File: config.mk
export PLATFORM = sky130hd
export DESIGN_NAME = i2s_rx
export DESIGN_NICKNAME = d
export VERILOG_FILES = /design/src/rtl/i2s_rx.sv
export SDC_FILE = /design/constraint.sdc
export NUM_CORES = 1
export LEC_CHECK = 0
export BUFFER_PORTS_ARGS = -buffer_cell sky130_fd_sc_hd__buf_2
export CAP_MARGIN = 20
export CORE_ASPECT_RATIO = 0.8
export CORE_MARGIN = 2
export CORE_UTILIZATION = 45
export CTS_BUF_LIST = sky130_fd_sc_hd__clkbuf_8
export DETAILED_ROUTE_END_ITERATION = 8
export PLACE_DENSITY = 0.74
export SLEW_MARGIN = 15
export SYNTH_ARGS = -nofsm -noshare
export SYNTH_HDL_FRONTEND = slang
export SYNTH_SLANG_ARGS = --single-unit
File: constraint.sdc
create_clock -name clk -period 3.8 [get_ports clk]
set_clock_uncertainty 0.1 [all_clocks]
set_input_delay 0.38 -clock clk [delete_from_list [all_inputs] [get_ports clk]]
set_output_delay 0.38 -clock clk [all_outputs]
set_load 0.03 [all_outputs]
File: src/rtl/i2s_rx.sv
// I2S master receiver for an ICS-43432 style microphone.
// Generates bclk/lr_clk from clk, synchronises the serial data, and returns
// the upper 16 bits of the selected channel once per frame with a one-cycle
// valid pulse. A configurable number of whole frames is dropped after each
// enable so the mic can settle before samples are emitted.
//
// state      | meaning
// -----------+-----------------------------------------------------------
// ST_IDLE    | en low (or first enabled cycle); discard count reloaded
// ST_DISCARD | clocks running, counting down whole frames, no capture
// ST_RUN     | running=1, selected channel captured every frame
module i2s_rx #(
  parameter int CAPTURE_CH     = 1,
  parameter int DISCARD_FRAMES = 8,
  parameter int SYNC_STAGES    = 2
) (
  input  logic        clk,
  input  logic        rst_n,
  input  logic        en,
  input  logic [7:0]  bclk_period,
  input  logic        sd,
  output logic        bclk,
  output logic        lr_clk,
  output logic        sample_vld,
  output logic [15:0] sample,
  output logic        running
);

  typedef enum logic [1:0] {
    ST_IDLE    = 2'd0,
    ST_DISCARD = 2'd1,
    ST_RUN     = 2'd2
  } state_t;

  localparam logic [7:0] DISC_INIT = 8'(DISCARD_FRAMES);
  localparam logic       CAP_LR    = (CAPTURE_CH != 0);

  logic [7:0]             p_eff;
  logic [7:0]             ccnt;
  logic [6:0]             hcnt;
  logic [4:0]             slot;
  logic                   half_end;
  logic                   strobe;
  logic                   frame_end;
  logic                   capture;
  logic                   word_end;
  logic [SYNC_STAGES-1:0] sd_sync;
  logic                   sd_s;
  logic [15:0]            shift;
  state_t                 state;
  state_t                 state_nxt;
  logic [7:0]             disc_cnt;
  logic [7:0]             disc_nxt;

  // Half periods shorter than 4 clk leave too little margin for the
  // synchroniser, so they are clamped up.
  assign p_eff    = (bclk_period < 8'd4) ? 8'd4 : bclk_period;
  assign half_end = (ccnt == p_eff - 8'd1);

  // bclk and lr_clk come straight from the half-period counter bits.
  assign bclk   = hcnt[0];
  assign lr_clk = hcnt[6];
  assign slot   = hcnt[5:1];

  // Sample point is the last clk of bclk high, just before the mic shifts.
  assign strobe    = en & half_end & hcnt[0];
  assign frame_end = en & half_end & (hcnt == 7'd127);
  // Slot 0 is the I2S one-bit delay; slots 1..16 carry D23..D8.
  assign capture   = strobe & running & (lr_clk == CAP_LR) &
                     (slot != 5'd0) & (slot <= 5'd16);
  assign word_end  = capture & (slot == 5'd16);

  assign sd_s    = sd_sync[SYNC_STAGES-1];
  assign running = (state == ST_RUN);

  // Clock divider and half-period counter; both restart at frame start on enable.
  always_ff @(posedge clk or negedge rst_n) begin
    if (!rst_n) begin
      ccnt <= '0;
      hcnt <= '0;
    end else if (!en) begin
      ccnt <= '0;
      hcnt <= '0;
    end else if (half_end) begin
      ccnt <= '0;
      hcnt <= hcnt + 7'd1;
    end else begin
      ccnt <= ccnt + 8'd1;
    end
  end

  // Multi-flop synchroniser for the asynchronous mic data line.
  always_ff @(posedge clk or negedge rst_n) begin
    if (!rst_n) begin
      sd_sync <= '0;
    end else begin
      sd_sync <= {sd_sync[SYNC_STAGES-2:0], sd};
    end
  end

  // Deserialiser; a partial word is thrown away when en drops.
  always_ff @(posedge clk or negedge rst_n) begin
    if (!rst_n) begin
      shift <= '0;
    end else if (!en) begin
      shift <= '0;
    end else if (capture) begin
      shift <= {shift[14:0], sd_s};
    end
  end

  // Output word register; holds its value across disable.
  always_ff @(posedge clk or negedge rst_n) begin
    if (!rst_n) begin
      sample <= '0;
    end else if (word_end) begin
      sample <= {shift[14:0], sd_s};
    end
  end

  // Valid pulse accompanies the cycle the new word first appears.
  always_ff @(posedge clk or negedge rst_n) begin
    if (!rst_n) begin
      sample_vld <= 1'b0;
    end else begin
      sample_vld <= word_end;
    end
  end

  // Start-up state and discard frame counter registers.
  always_ff @(posedge clk or negedge rst_n) begin
    if (!rst_n) begin
      state    <= ST_IDLE;
      disc_cnt <= '0;
    end else begin
      state    <= state_nxt;
      disc_cnt <= disc_nxt;
    end
  end

  // Next-state logic: count down whole frames, then enter run at a frame start.
  always_comb begin
    state_nxt = state;
    disc_nxt  = disc_cnt;
    if (!en) begin
      state_nxt = ST_IDLE;
      disc_nxt  = DISC_INIT;
    end else begin
      case (state)
        ST_IDLE: begin
          disc_nxt  = DISC_INIT;
          state_nxt = (DISCARD_FRAMES == 0) ? ST_RUN : ST_DISCARD;
        end
        ST_DISCARD: begin
          if (frame_end) begin
            if (disc_cnt <= 8'd1) begin
              state_nxt = ST_RUN;
              disc_nxt  = '0;
            end else begin
              disc_nxt = disc_cnt - 8'd1;
            end
          end
        end
        ST_RUN: begin
          state_nxt = ST_RUN;
        end
        default: begin
          state_nxt = ST_IDLE;
        end
      endcase
    end
  end

endmodule

# Word level (Yosys, flattened, before mapping)
# Index checks and enable logic that the tools add are counted.
word_totals:
  ff_bits: 59
  latchBits: 0
  ram_bits: 0
  romBits: 0
  in_bits: 12
  out_inout_bits: 20
  word_cells: 52
  mem_count: 0
op_classes:
  add_sub_neg: 4
  n_mul: 0
  div: 0
  magnitude_cmp: 3
  eq_ne: 10
  shift: 0
  muxes: 15
  bitwise: 8
  n_reduce_logical: 4
ops:
  columns: ["operator", "count"]
  rows:
  - ["8-bit two-way mux", 6]
  - ["15-bit two-way mux", 2]
  - ["8-bit one-hot mux with 2 select lines", 1]
  - ["8-bit by 1-bit subtractor with 8-bit output, second input constant", 2]
  - ["7-bit two-way mux", 2]
  - ["8-bit by 1-bit adder with 8-bit output, second input constant", 1]
  - ["1-bit AND", 8]
  - ["8-bit equality test", 1]
  - ["8-bit by 1-bit <= comparator with 1-bit output, second input constant", 1]
  - ["8-bit by 3-bit < comparator with 1-bit output, second input constant", 1]
  - ["7-bit by 1-bit adder with 7-bit output, second input constant", 1]
  - ["7-bit equality test, second input constant", 1]
  - ["2-bit two-way mux", 3]
  - ["3-bit != test, second input constant", 2]
  - ["2-bit one-hot mux with 3 select lines", 1]
  - ["5-bit equality test, second input constant", 1]
  - ["5-bit <= comparator, second input constant", 1]
  - ["5-bit nonzero test", 1]
  - ["2-bit by 1-bit != test with 1-bit output, second input constant", 2]
  - ["2-bit AND reduction", 2]
  - ["3-bit by 1-bit != test with 1-bit output, second input constant", 1]
  - ["2-bit by 1-bit equality test with 1-bit output, second input constant", 1]
  - ["2-bit equality test, second input constant", 1]
  - ["2-bit zero test", 1]

# Depth between registers and ports, before layout
depth:
  depth_word: 12
  mapped_depth: 12

# Worst setup path after synthesis
# OpenSTA, ideal clock, no wires.
synth_timing:
  path_type: "input to register"
  from: "input port bclk_period[4]"
  to: "register disc_cnt[3]"
  arrival_ns: 3.404
  required_ns: 3.631
  path_slack_ns: 0.227
  cell_stages: 12
  cell_sequence: "buf_2 > or4_4 > o21ai_0 > ha_1 > xor2_1 > nor4b_1 > o31ai_1 > and2_1 > or4b_4 > buf_6 > or4_1 > nand3_1"
synth_between:
  elab_chain_cells: 8
synth_rtl:
  columns: ["element", "line_no", "text"]
  rows:
  - ["from (decl)", "20", "input logic [7:0] bclk_period,"]
  - ["8-bit by 3-bit < comparator with 1-bit output", "57", "assign p_eff = (bclk_period < 8'd4) ? 8'd4 : bclk_period;"]
  - ["8-bit two-way mux (*)", "57", null]
  - ["8-bit by 1-bit subtractor with 8-bit output (*)", "58", "assign half_end = (ccnt == p_eff - 8'd1);"]
  - ["8-bit equality test (*)", "58", null]
  - ["1-bit AND (*) (2 in series)", "67", "assign frame_end = en & half_end & (hcnt == 7'd127);"]
  - ["3-bit != test (no line) (*)", null, null]
  - ["2-bit AND reduction (no line) (*)", null, null]
  - ["to (signal assigned)", "137", "disc_cnt <= disc_nxt;"]
  - ["to (decl)", "52", "logic [7:0] disc_cnt;"]
# Mark *: on every way between the ends. The rest lies on a longest branch, timed or not.
# A chain may end at the register's enable or synchronous reset.

# Worst setup path after layout
layout_timing:
  from: "input port bclk_period[7]"
  to: "register disc_cnt[6]"
# Same word-level chain as after synthesis.

==> out/results.ini <==
[critical_path]
worstReg2RegEnd=disc_cnt[6]$_DFFE_PN0P_
reg2reg_from=ccnt[2]$_DFF_PN0_
end_kind=register
crit_fanout=11
worstPathRequired_ps=3970
rrSetupSlack_ps=1060
critical_path.slowest_cell=or4b_4
path_cells=buf_2 > or4_4 > o21ai_0 > ha_1 > xor2_1 > nor4b_1 > o31ai_1 > and2_1 > or4b_4 > or4_1 > nand3_1
arrival_ps=3590
start_kind=primary input
critPathKind=in2reg
rr_worst_depth=7
slowest_delay_ps=610

[min_path]
hold_depth=1
hold_end=sd_sync[0]$_DFF_PN0_
min-delay-start=sd
min_path_type=in2reg

[finish]
drive_above_1_share_pct=22.0
final_common_cell=dfrtp_1
antenna_cells=0
nets=362
n_fill_cell=594
final_cell_mix=dfrtp_1, nand2_1, buf_2
area_delta_synth_final_pct=14.7

[synthesis]
synth_xor_area_share_pct=4.62
synth.distinct_cells=47
synthSimpleGateAreaFrac_pct=22.7
synth_edf_count=0
synth_top_family_by_area=simple AND/OR/NAND/NOR gates
synth_largest_area_cell=dfrtp_1
ys.flop_type=dfrtp_1
synth_fa_ha_area_share_pct=3.30
synth_mux_area_share_pct=8.59
synthArstFlopShare_pct=100
synth-seq-area-share_pct=48.7
synth_top_area_share_pct=48.7
syn_area_per_cell_um2=9.87
synthCells=307
syn_area_um2=3030
ys_ff_latch=59
synth_compound_area_share_pct=8.88
yosys-top-cells-area=dfrtp_1, nand2_1, mux2_2
synth_nets=327
yosys_warnings=0

[clock_tree]
clk_latency_ps=330
cts.sinks=59
cts_root_buffer=clkbuf_8
cts_max_path_buffers=2
post-cts-setup-buffer-count=0
cts_tree=built
post_cts_resized=0
clk_pin_slew_worst_paths_ps=70
cts_max_level=3
hold_buffers=0
cts_inserted_buffers=9

[power_and_ir_drop]
ir_drop_mv=0.293
p_leak_nw=1.66
power_density_nw_per_um2=403
power.total_mw=1.40

[sta]
setup_viol=0
fin_crit_ps=3420
hold_viol=0
setup_ws_ps=380
min_period_over_period_pct=90.0
fmax_mhz=292
worstMarginPinSlew_ps=602
final.setup.tns_ps=0
finalMaxSlewViolations=0
slew_headroom_pct=59.9
rsz0062_at_grt=no

[grt]
grt_usage_pct=17.5
antenna_found_initial=0
grt_pass1_wl_mm=10.1
grt_pass1_vias=2176
grt_max_degree=45
grt_overflow_total=0

[status]
status=complete, no violations

[floorplanning]
ios=32
initial_utilization_pct=47.0
design.core.area_um2=6440
rows=26
dieArea_um2=7410
fp.dieH_um=77.4
die_x_um=95.8

[route]
routedWlPerCell_um=14.0
final_antenna_net_count=0
totalWireLength_mm=6.01
drt_drc_violations_left=0
vias=2341
drt_iter0_drc=132
routed_via_density=5.44
drt_pass1_iterations=4

[job]
max-cap-violations=0

[place]
dpl.hpwl_mm=4.15
gp_congestion=0.874
dp_slack_ps=43.7
portBuffers=31

## sequential cells by signal, indices dropped and copies added (netlist names)
name	flops
ccnt	8
disc_cnt	8
hcnt	7
sample	16
sample_vld	1
sd_sync	2
shift	15
state	2
## how the worst max path moves through the flow
stage | from | endpoint | slack (ps)
after floorplan | bclk_period[4] | disc_cnt[3]$_DFFE_PN0P_ | 230
after global placement | bclk_period[7] | disc_cnt[6]$_DFFE_PN0P_ | 210
after detailed placement | bclk_period[7] | disc_cnt[6]$_DFFE_PN0P_ | 40
after CTS | bclk_period[7] | disc_cnt[6]$_DFFE_PN0P_ | 400
after global routing | bclk_period[7] | disc_cnt[6]$_DFFE_PN0P_ | 230
final | bclk_period[7] | disc_cnt[6]$_DFFE_PN0P_ | 380
## critical path: cells and delay by family
family / cells / cell delay (ps)
simple gates: 6 / 2310
compound gates: 2 / 390
xor+xnor: 1 / 100
fa+ha+maj: 1 / 260
buf+inv: 1 / 130
## where the power goes
group | internal, mW | switching, mW | total (mW)
Sequential | 0.643 | 0.0129 | 0.655
Clock | 0.294 | 0.247 | 0.541
Combinational | 0.0716 | 0.131 | 0.202
## routing by layer
| metal | up-vias | routed length [um] | global-route usage (%) |
|---|---|---|---|
| met5 | - | 0 | 0 |
| met4 | 0 | 42 | 3.86 |
| met3 | 7 | 321 | 7.09 |
| met2 | 52 | 2710 | 25.6 |
| met1 | 1143 | 2930 | 24.6 |
| li1 | 1139 | - | - |
## area by class of cell
type                       count  area [um2]  share of cell area [%]
sequential                    59        1480                    42.5
multi-input combinational    225        1460                    42.0
timing repair buffer          37         215                    6.19
clock buffer                   9         124                    3.57
tap                           84         105                    3.02
clock inverter                 6        58.8                    1.69
inverter                      10        37.5                    1.08
## metrics by stage
step / std cells / instance area [um2] / utilization [%] / hold WS (ps)
6_report: 430 / 3470 / 53.9 / 48.6
5_1_grt: 430 / 3470 / 53.9 / 21.5
4_1_cts: 428 / 3440 / 53.5 / 33.2
3_5_place_dp: 413 / 3260 / 50.6 / 254
3_3_place_gp: 413 / 3260 / 50.6 / 231
2_1_floorplan: 307 / 3030 / - / -15.6
## synthesized netlist by cell type (3+ instances only)
| library cell | instances |
|---|---|
| dfrtp_1 | 59 |
| nand2_1 | 58 |
| o21ai_0 | 20 |
| nor2_1 | 18 |
| mux2_2 | 16 |
| clkbuf_1 | 10 |
| inv_1 | 10 |
| nand3_1 | 9 |
| xnor2_1 | 9 |
| ha_1 | 8 |
| mux2i_1 | 8 |
| xor2_1 | 7 |
| nand2b_1 | 6 |
| a21oi_1 | 5 |
| and3_1 | 5 |
| nor3_1 | 5 |
| nand4_1 | 4 |
| nor3b_1 | 4 |
| or2_2 | 4 |
| or4_1 | 4 |
| nor4_1 | 3 |
## cells by family (layout without fill, tap and decap cells)
kind of cell	after synthesis	after routing
AOI/OAI and AO/OA	43	43
and+or+nand+nor	134	134
DFF	59	59
buffers and inverters	23	62
xor gates and xnor gates	16	16
muxes	24	24
adders and majority gates	8	8
No activity file was read; power rests on OpenSTA's default activity.
